==> config.mk <==
export PLATFORM = sky130hd
export DESIGN_NAME = program_encoder
export DESIGN_NICKNAME = d
export VERILOG_FILES = /design/src/rtl/program_encoder.sv
export SDC_FILE = /design/constraint.sdc
export NUM_CORES = 1
export LEC_CHECK = 0
export CORE_MARGIN = 3
export CORE_UTILIZATION = 41
export CTS_BUF_LIST = sky130_fd_sc_hd__clkbuf_8
export CTS_CLUSTER_DIAMETER = 80
export CTS_CLUSTER_SIZE = 24
export DETAILED_ROUTE_END_ITERATION = 12
export MAX_ROUTING_LAYER = met4
export PLACE_DENSITY_LB_ADDON = 0.05
export REMOVE_ABC_BUFFERS = 1
export SYNTH_ARGS = -nofsm -noshare
export SYNTH_HDL_FRONTEND = slang
export SYNTH_SLANG_ARGS = --single-unit
==> constraint.sdc <==
create_clock -name CLK -period 1.96 [get_ports CLK]
set_input_delay 0.196 -clock CLK [delete_from_list [all_inputs] [get_ports CLK]]
set_output_delay 0.196 -clock CLK [all_outputs]
set_load 0.01 [all_outputs]
==> src/rtl/program_encoder.sv <==
// Packs structured instruction requests into 32-bit ARM words and writes them
// sequentially into instruction memory, closing each program with a halt word.
module program_encoder #(
    parameter int          ADDR_W    = 6,
    parameter int          DEPTH     = 64,
    parameter logic [31:0] HALT_WORD = 32'hEAFFFFFE
) (
    input  logic              CLK,
    input  logic              nRESET,
    input  logic              Start,
    input  logic              Finish,
    input  logic              ReqValid,
    output logic              ReqReady,
    input  logic [3:0]        ReqCond,
    input  logic [1:0]        ReqOp,
    input  logic [5:0]        ReqFunct,
    input  logic [3:0]        ReqRn,
    input  logic [3:0]        ReqRd,
    input  logic [11:0]       ReqSrc2,
    input  logic [23:0]       ReqImm24,
    output logic              MemWE,
    output logic [ADDR_W-1:0] MemAddr,
    output logic [31:0]       MemWD,
    output logic [ADDR_W:0]   WordCount,
    output logic              Done,
    output logic              Err
);
    typedef enum logic [1:0] {IDLE, LOAD, HALT, DONE} state_t;

    // Last slot is held back so the halt word always fits.
    localparam logic [ADDR_W:0] LAST = (ADDR_W+1)'(DEPTH - 1);

    state_t              state, state_n;
    logic [ADDR_W-1:0]   ptr, ptr_n;
    logic                we_n, done_n, err_n;
    logic [ADDR_W-1:0]   addr_n;
    logic [31:0]         wd_n, word;
    logic [ADDR_W:0]     cnt_n;
    logic                accept;

    assign ReqReady = (state == LOAD) && ({1'b0, ptr} < LAST);
    assign accept   = ReqValid & ReqReady;

    always_comb begin
        if (ReqOp == 2'b10)
            word = {ReqCond, ReqOp, ReqFunct[5:4], ReqImm24};
        else
            word = {ReqCond, ReqOp, ReqFunct, ReqRn, ReqRd, ReqSrc2};
    end

    always_comb begin
        state_n = state;
        ptr_n   = ptr;
        we_n    = 1'b0;
        addr_n  = MemAddr;
        wd_n    = MemWD;
        cnt_n   = WordCount;
        done_n  = Done;
        err_n   = Err;
        // Start overrides everything, including an accept in the same cycle.
        if (Start) begin
            state_n = LOAD;
            ptr_n   = '0;
            cnt_n   = '0;
            done_n  = 1'b0;
            err_n   = 1'b0;
        end else begin
            case (state)
                LOAD: begin
                    if (accept) begin
                        if (ReqOp == 2'b11) begin
                            err_n = 1'b1;
                        end else begin
                            we_n   = 1'b1;
                            addr_n = ptr;
                            wd_n   = word;
                            ptr_n  = ptr + 1'b1;
                            cnt_n  = WordCount + 1'b1;
                        end
                    end
                    if (Finish) state_n = HALT;
                end
                HALT: begin
                    we_n    = 1'b1;
                    addr_n  = ptr;
                    wd_n    = HALT_WORD;
                    cnt_n   = WordCount + 1'b1;
                    done_n  = 1'b1;
                    state_n = DONE;
                end
                default: ;
            endcase
        end
    end

    always_ff @(posedge CLK or negedge nRESET) begin
        if (!nRESET) begin
            state     <= IDLE;
            ptr       <= '0;
            MemWE     <= 1'b0;
            MemAddr   <= '0;
            MemWD     <= '0;
            WordCount <= '0;
            Done      <= 1'b0;
            Err       <= 1'b0;
        end else begin
            state     <= state_n;
            ptr       <= ptr_n;
            MemWE     <= we_n;
            MemAddr   <= addr_n;
            MemWD     <= wd_n;
            WordCount <= cnt_n;
            Done      <= done_n;
            Err       <= err_n;
        end
    end
endmodule

---- After elaboration in Yosys (flattened, before gate mapping) ----
Index checks and enable logic that the tools add are counted.
W data, S select, Z words.
operators by class
  $add $sub $neg .......................... 2
  magnitude comparators ................... 1
  equality and inequality tests ........... 10
  multiplexer cells ....................... 28
  bitwise gates (word level) .............. 2
  reduce and logical (&&, ||, !) cells .... 12
operators with widths
  cell                   count
  $mux W32               2
  $pmux W32 S2           1
  $mux W6                6
  $mux W24               1
  $mux W7                3
  $pmux W7 S2            1
  $pmux W6 S2            1
  $reduce_bool A2 Y1     5
  $mux W1                9
  $ne A3 B3 Y1 const B   3
  $reduce_and A3 Y1      3
  $add A7 B1 Y7 const B  1
  $add A6 B1 Y6 const B  1
  $eq A2 B2 Y1 const B   3
  $lt A6 B6 Y1 const B   1
  $ne A2 B2 Y1 const B   3
  $mux W2                2
  $pmux W2 S2            1
  $reduce_and A4 Y1      1
  $reduce_bool A3 Y1     1
  $eq A2 B1 Y1 const B   1
  $pmux W1 S2            1
  $reduce_and A2 Y1      1
  $and A1 B1 Y1          1
  other kinds (2)        2
word-level totals
  register bits ........................... 56
  bits of input ports ..................... 61
  output and inout port bits .............. 49
  logic and storage cells ................. 63

---- Logic depth before layout (Yosys ltp) ----
Gate-level depths: netlist of the first run.
  depth in word-level cells ............... 6
  depth in mapped cells ................... 9
  depth with buffers taken out ............ 6

---- Least setup slack after synthesis of the first run ----
No wires, ideal clock.
  path type ............................... reg-to-reg
  start ................................... register ptr[0]
  end ..................................... register MemAddr[0]
  setup time .............................. 125 ps
  arrival time ............................ 1695 ps
  data required time ...................... 1835 ps
  slack ................................... 139 ps
  cell stages (with the launch flop) ...... 8
  path buffers ............................ 1
  period minus slack after synthesis ...... 1821 ps
  cells stage by stage .................... dfrtp_1 > ha_1 > nand3_2 > o211a_4 > a21boi_4 > or2_4 > buf_12 > mux2_4
on the way
  word-level cells in the longest chain between the ends .. 5
  elaborated cells between the ends (all ways) .. 8
  those cells by class .................... order compare: 1; eq/ne: 1; mux: 3; bitwise: 1; reduce/logical: 2
ends and longest elaborated chain
  item                         RTL line  source
  from (decl)                  34        logic [ADDR_W-1:0] ptr, ptr_n;
  from (signal assigned)       108       ptr <= ptr_n;
  $lt A6 B6 Y1                 41        assign ReqReady = (state == LOAD) && ({1'b0, ptr} < LAST);
  $logic_and A1 B1 Y1          41
  $and A1 B1 Y1                42        assign accept = ReqValid & ReqReady;
  $ne A2 B2 Y1 (no line)       --
  $reduce_and A4 Y1 (no line)  --
  to (signal assigned)         110       MemAddr <= addr_n;
  to (decl)                    22        output logic [ADDR_W-1:0] MemAddr,
Parallel ways exist; a longest one is shown, timed or not. The select of a mux whose other input is x is not followed.
A chain may end at the register's enable or synchronous reset.

---- Worst setup path in the final report of the first run ----
  start ................................... register ptr[1]
  end ..................................... register MemAddr[0]
on the way
  word-level cells in the longest chain between the ends .. 5
ends and longest elaborated chain
  item                         RTL line
  $lt A6 B6 Y1                 41
  $logic_and A1 B1 Y1          41
  $and A1 B1 Y1                42
  $ne A2 B2 Y1 (no line)       --
  $reduce_and A4 Y1 (no line)  --
No other way between the ends.

==> reports/qor.txt, run 1 <==
Status -> completed
DRC -> 0
Slew HR -> 76.5%
Largest vdd supply drop -> 377 uV
Cell Area, Synth -> 0.00287 mm2
Power Dens Cells -> 848 mW/mm2
First-pass GRT wire length -> 11,000 um
Critical R2R Launch -> ptr[1]
Reg area -> 0.00140 mm2
Vias -> 2,427
Max Cap Viol -> 0
Placed instance count -> 467
Synth cell types -> 43
# H-tree levels -> 2
Antenna cell count -> 0
Hold path cells -> 3
WL final -> 6840 um
Post-synth EDFFs -> 0
Synth Flop Type -> dfrtp_1
Post-DRT Antenna Nets -> 0
CP cell instances -> ha_4, nand3_2, o211a_4, a21boi_4, or2_4, mux2_4
Layout net count -> 447
Crit-path max cell delay -> 0.43 ns
Largest net degree at the start of global routing -> 57
Core area -> 0.00657 mm2
Die extent in y -> 89.7 um
Crit. End Element -> flop
Final period utilization -> 94.3%
Area post-placement -> 0.00404 mm2
Total iterations of the first detailed-routing run -> 4
Top cells by count, synth -> dfrtp_1 (56), o21ai_0 (56), a211oi_1 (23), nor2b_1 (23), nor2_1 (19)
Clock share of power -> 16.3%
Final hold violations -> 0
Clk_skew -> 0.00345 ns
Net Sw Frac -> 30.5%
Async S/R FF share, synth -> 100%
Synth warnings -> 0
Worst-Margin Slew -> 0.353 ns
Crit Path Class -> flop to flop
Critical Path Start Type -> flop
Clk buf depth -> 2
Non-filler cells, final -> 475
Int Power -> 2450 uW
Total grt overflow -> 0
Cell taking the most area after synthesis -> dfrtp_1
CTS tree -> yes
Main area contributors after synthesis -> dfrtp_1 (49%), o21ai_0 (9.8%), a211oi_1 (6.0%)
HP Start -> Start
Gpl congestion -> 0.816
FF-to-FF End -> MemAddr[0]
Worst-skew pair later-pin latency -> 0.30 ns
Chip width -> 89.7 um
Rows -> 29
Reg2Reg Setup Slack -> 0.11 ns
Final Setup Violations -> 0
CTS Buf Count -> 5
Hold Crit Class -> input pin to flop
Area Overhead vs Synth -> 44.8%
Final core utilization -> 63.3%
Vias in the first global route -> 2,261
Synth Area per Inst -> 10.4 um2
CP startpoint -> ptr[1]
Design Area, Final -> 0.00416 mm2
Clk root buf -> clkbuf_8
Hold Path Sink -> MemWD[16]
Crit-path slowest cell -> dfrtp_1
Initial drt markers -> 81
Area of the multi-input gates -> 0.00130 mm2
Antenna violations before repair -> 0
FF-to-FF path depth -> 6
Layout cells sized above 1 -> 12.6%
Fillcell total -> 565
I/O pin count -> 110
Dpl hpwl -> 5010 um
Worst Path Required -> 2.15 ns
Initial Utilization -> 43.7%
Seq cells post-synth -> 56
Logic pwr share -> 39.1%
Part of the power in registers -> 44.5%
GRT Total Usage -> 18.2%
Unrepaired setup endpoints after global routing -> false
Die area -> 0.00804 mm2
Routed WL per cell -> 14.4 um
Vias/cell -> 5.11
Port buffer count -> 109
Register area share after synthesis -> 48.8%
Area share of the largest cell type after synthesis -> 48.8%
Switching power -> 1070 uW
# clock sinks -> 56
Pins Over Slew Limit -> 0
P_leak -> 0.00173 uW
Post-Synthesis Cells -> 276
Peak Freq -> 0.541 GHz
Clock-pin slew on the worst setup and hold paths -> 0.09 ns
Post-route minimum period -> 1.85 ns
Crit-path max FO -> 8
Critical path arrival -> 2.04 ns
Post-CTS setup buffers -> 0
==> layer usage <==
layer / vias up / routed length, um / global-route usage (%)
met5: - / 0 / -
met3: 4 / 462 / 4.93
met4: 0 / 41 / 4.33
li1: 1183 / - / -
met1: 1157 / 3080 / 24.4
met2: 83 / 3260 / 27.7
==> state kept, by name, summed over array words and instances, names as in the netlist <==
register / flops
MemAddr: 6
ptr: 6
state: 2
WordCount: 7
Done: 1
MemWE: 1
Err: 1
MemWD: 32
==> through the flow <==
stage	TNS [ns]	worst slack [ns]	power, uW	hold slack [ns]
floorplan	-17.38	-0.570	2090	-0.0996
global placement	0	0.102	2960	0.220
detailed placement	0	0.0488	2980	0.214
CTS	0	0.0159	3570	0.368
global route	0	0.00633	3770	0.401
finish	0	0.112	3520	0.378
==> power groups by stage <==
stage,logic [uW],registers [uW],clock network (uW)
floorplan,397,1700,0
global placement,1380,1580,0
detailed placement,1400,1590,0
CTS,1400,1570,600
global route,1510,1610,654
finish,1380,1570,576
==> repair_timing <==
item                                    in CTS  in global routing
gates resized for setup                      0                  7
endpoints found under the hold margin       56                  0
hold buffers                                 1                  0
endpoints found under the setup margin       0                 38
==> critical path: cells and delay by family (launching register included) <==
kind                     cells  cell delay (ns)
multiplexers                 1             0.32
AO/OA/AOI/OAI                2             0.48
adder cells (fa/ha/maj)      1             0.17
flip-flops                   1             0.43
AND/OR/NAND/NOR              2             0.35
==> layout make-up <==
class	instances	share of cell area, %
Tap cell	93	2.80
Inverter	4	0.361
Clock buffer	5	1.66
Timing Repair Buffer	122	29.9
Multi-Input combinational cell	193	31.4
Clock inverter	2	0.211
Sequential cell	56	33.7
==> cell families (layout without fill, tap and decap cells) <==
group | after synthesis | in the layout | synth area share, %
AO/OA/AOI/OAI | 100 | 100 | 21.6
AND/OR/NAND/NOR | 72 | 72 | 14.3
flip-flops | 56 | 56 | 48.8
buffers and inverters | 27 | 133 | 6.71
multiplexers | 11 | 11 | 4.97
XOR/XNOR | 6 | 6 | 1.83
adder cells (fa/ha/maj) | 4 | 4 | 1.74
==> placed cells by master, fill, tap and decap left out, types with 3 or more instances in the layout <==
cell             instances
nand2b_1                 4
mux2i_1                  3
a21oi_1                  4
buf_4                    7
dfrtp_1                 56
nor2b_1                 22
mux2_4                   6
o21ai_2                  7
buf_12                   4
o21ai_0                 56
xor2_1                   5
o21ai_1                  3
a211oi_1                23
and2b_1                  3
inv_1                    5
clkdlybuf4s50_1        106
nor2_1                  19
nand3_1                  4
nand4_1                  4
clkbuf_8                 5
==> how the worst max path moves through the flow <==
stage,end,slack (ns),cells past startpoint
6_report,MemAddr[0],0.11,6
5_1_grt,WordCount[3],0.006,7
4_1_cts,ReqReady,0.02,4
3_5_place_dp,MemWD[13],0.05,7
3_3_place_gp,WordCount[5],0.10,6
2_1_floorplan,MemAddr[0],-0.57,6
Power figures use the tool's default switching activity.
==> run 2, diff against run 1 <==
--- a/config.mk
+++ b/config.mk
@@ -5,12 +5,15 @@
 export SDC_FILE = /design/constraint.sdc
 export NUM_CORES = 1
 export LEC_CHECK = 0
+export CELL_PAD_IN_SITES_DETAIL_PLACEMENT = 0
+export CELL_PAD_IN_SITES_GLOBAL_PLACEMENT = 1
 export CORE_MARGIN = 3
-export CORE_UTILIZATION = 41
+export CORE_UTILIZATION = 31
 export CTS_BUF_LIST = sky130_fd_sc_hd__clkbuf_8
 export CTS_CLUSTER_DIAMETER = 80
 export CTS_CLUSTER_SIZE = 24
 export DETAILED_ROUTE_END_ITERATION = 12
+export GPL_ROUTABILITY_DRIVEN = 0
 export MAX_ROUTING_LAYER = met4
 export PLACE_DENSITY_LB_ADDON = 0.05
 export REMOVE_ABC_BUFFERS = 1
==> run 2 against run 1 <==
  * Flip-flop and latch count did not move
  * Non-clock buffer count rose by 5
  * First-iteration DRC count fell by 9.9%
  * Clock-buffer cell count rose by 2
  * Global-route usage fell by 3.3 points
  * Cell area rose by 1.8%
  * Critical path depth fell by 2
  * Power rose by 3.1%
  * Maximum frequency fell by 1.2%
  * Clock power rose by 18%
  * Register-to-register slack barely moved
==> reports/qor.txt, run 2 (synthesis gave the netlist of run 1 again) <==
Largest vdd supply drop -> 276 uV (-27%)
# clock sinks -> 56 (unchanged)
Top flop regs -> MemWD: 32 flops, WordCount: 7 flops
Status -> completed
Dpl hpwl -> 5290 um (+5.7%)
Hold Crit Class -> input pin to flop
Final Setup Violations -> 0 (unchanged)
Post-route minimum period -> 1.87 ns (+0.0233 ns)
Largest reg by FF count -> MemWD
Commonest non-fill, non-tap cell in the layout -> clkdlybuf4s50_1
Final worst setup slack -> 0.0884 ns (-0.0233 ns)
Worst Path Required -> 1.76 ns (-0.39 ns)
Power Dens Cells -> 858 mW/mm2 (+1.2%)
Total iterations of the first detailed-routing run -> 4 (unchanged)
Chip width -> 102 um (+14%)
Clk buf depth -> 2 (unchanged)
Vias/cell -> 4.87 (-4.7%)
Max Cap Viol -> 0 (unchanged)
Max reg flops -> 32 (unchanged)
Net Sw Frac -> 30.1% (-0.32 points)
Vias in the first global route -> 2,374 (+5.0%)
Logic pwr share -> 38.1% (-1.0 points)
Critical R2R Launch -> ptr[0]
Crit-path max FO -> 3 (-5)
Initial drt markers -> 73 (-9.9%)
Hold path cells -> 3 (unchanged)
Most frequent cells in the layout -> clkdlybuf4s50_1 (107), dfrtp_1 (56), o21ai_0 (56)
Area of the multi-input gates -> 0.00130 mm2 (-0.19%)
# H-tree levels -> 2 (unchanged)
Reg area -> 0.00140 mm2 (unchanged)
CTS Buf Count -> 5 (unchanged)
Clk_skew -> 0.00990 ns (+0.00645 ns)
Die extent in y -> 102 um (+14%)
Pins Over Slew Limit -> 0 (unchanged)
Initial Utilization -> 32.4% (-11 points)
Critical path arrival -> 1.68 ns (-0.36 ns)
WL final -> 7410 um (+8.3%)
Clock share of power -> 18.7% (+2.4 points)
HP Start -> Start
FF-to-FF End -> MemAddr[5]
Final hold violations -> 0 (unchanged)
Reg2Reg Setup Slack -> 0.11 ns (about the same)
Antenna violations before repair -> 0 (unchanged)
Crit Path Class -> flop to output pin
Layout net count -> 452 (+1.1%)
Antenna cell count -> 0 (unchanged)
Crit. End Element -> output pin
Critical Path Start Type -> flop
Routed WL per cell -> 15.0 um (+3.9%)
DRC -> 0 (unchanged)
Final Power -> 3630 uW (+3.1%)
Slew HR -> 62.7% (-14 points)
Int Power -> 2540 uW (+3.5%)
Rows -> 34 (+17%)
Die area -> 0.0105 mm2 (+30%)
Area Overhead vs Synth -> 47.4%
Worst-skew pair later-pin latency -> 0.31 ns (about the same)
Peak Freq -> 0.534 GHz (-1.2%)
Layout cells sized above 1 -> 13.7% (+1.1 points)
Final period utilization -> 95.5% (+1.2 points)
P_leak -> 0.00175 uW (+1.6%)
Setup TNS -> 0 ns (unchanged)
Part of the power in registers -> 43.2% (-1.3 points)
Post-DRT Antenna Nets -> 0 (unchanged)
Core area -> 0.00885 mm2 (+35%)
Largest net degree at the start of global routing -> 36 (-37%)
I/O pin count -> 110 (unchanged)
Worst-Margin Slew -> 0.560 ns (+0.207 ns)
Placed instance count -> 484 (+3.6%)
First-pass GRT wire length -> 12,000 um (+8.8%)
GRT Total Usage -> 15.0% (-3.3 points)
FF-to-FF path depth -> 7 (+1)
Fillcell total -> 884 (+56%)
Switching power -> 1090 uW (+2.0%)
Unrepaired setup endpoints after global routing -> false
Port buffer count -> 109 (unchanged)
Total grt overflow -> 0 (unchanged)
CTS tree -> yes
Hold Path Sink -> Err
Clock-pin slew on the worst setup and hold paths -> 0.09 ns (about the same)
DP Worst Slack -> 0.0744 ns (+0.0256 ns)
Non-filler cells, final -> 495 (+4.2%)
Vias -> 2,410 (-0.70%)
Clk root buf -> clkbuf_8
==> run 2: cell count changes in the layout (fill, tap and decap cells not counted) <==
| cell | delta |
|---|---|
| ha_1 | +1 |
| inv_1 | -1 |
| clkinv_2 | -1 |
| buf_4 | +5 |
| clkbuf_8 | +2 |
| buf_8 | -1 |
| dlymetal6s2s_1 | -1 |
| buf_12 | +1 |
| clkdlybuf4s50_1 | +1 |
| ha_2 | -1 |
==> run 2: how the worst max path moves through the flow <==
stage	endpoint	slack, ns	start	depth (start not counted)
4_1_cts	ReqReady	0.03	state[1]	4
6_report	ReqReady	0.09	ptr[0]	4
2_1_floorplan	MemAddr[0]	-0.57	state[0]	6
3_5_place_dp	MemWD[11]	0.07	ptr[0]	7
5_1_grt	ReqReady	0.003	ptr[0]	4
3_3_place_gp	WordCount[5]	0.12	state[0]	6
==> run 2: cell type report <==
class                   instances  area share [%]
inverters                       4           0.355
multi-input cells             193            30.8
repair buffers                127            30.3
well taps                     108            3.19
clock buffers                   7            2.28
flip-flops and latches         56            33.1
==> run 2: power by group through the flow <==
stage          Combinational [uW]  Sequential (uW)  Clock (uW)
3_3_place_gp                 1390             1580           0
3_5_place_dp                 1390             1590           0
6_report                     1390             1570         679
4_1_cts                      1400             1570         709
2_1_floorplan                 397             1700           0
5_1_grt                      1520             1610         762
==> run 2: layer usage <==
metal | routed length, um | track usage, % | vias up | part of all wire, %
met3 | 530 | 4.44 | 5 | 7.2
met2 | 3390 | 22.9 | 80 | 46
li1 | - | - | 1195 | -
met4 | 47 | 3.33 | 0 | 0.63
met1 | 3440 | 19.7 | 1130 | 46
met5 | 0 | - | - | 0
==> run 2: metrics by stage <==
| stage | utilization, % | hold slack (ns) | cell area [um2] |
|---|---|---|---|
| floorplan | - | -0.0996 | 2690 |
| global placement | 46.0 | 0.218 | 4070 |
| detailed placement | 46.0 | 0.217 | 4070 |
| CTS | 47.2 | 0.373 | 4180 |
| global route | 47.8 | 0.373 | 4230 |
| finish | 47.8 | 0.368 | 4230 |
==> run 2: repair_timing <==
| item | 4_1_cts | 5_1_grt |
|---|---|---|
| buffers inserted | 0 | 3 |
| resized for setup | 0 | 3 |
| hold buffers | 1 | 0 |
| endpoints found under the setup margin | 0 | 22 |
| endpoints found under the hold margin | 22 | 0 |
==> run 2: critical path, cell delays in order (launching register included) <==
cell and delay [ns]:
dfrtp_1 0.40, ha_1 0.24, nand3_2 0.08, o21a_1 0.12, clkdlybuf4s50_1 0.53
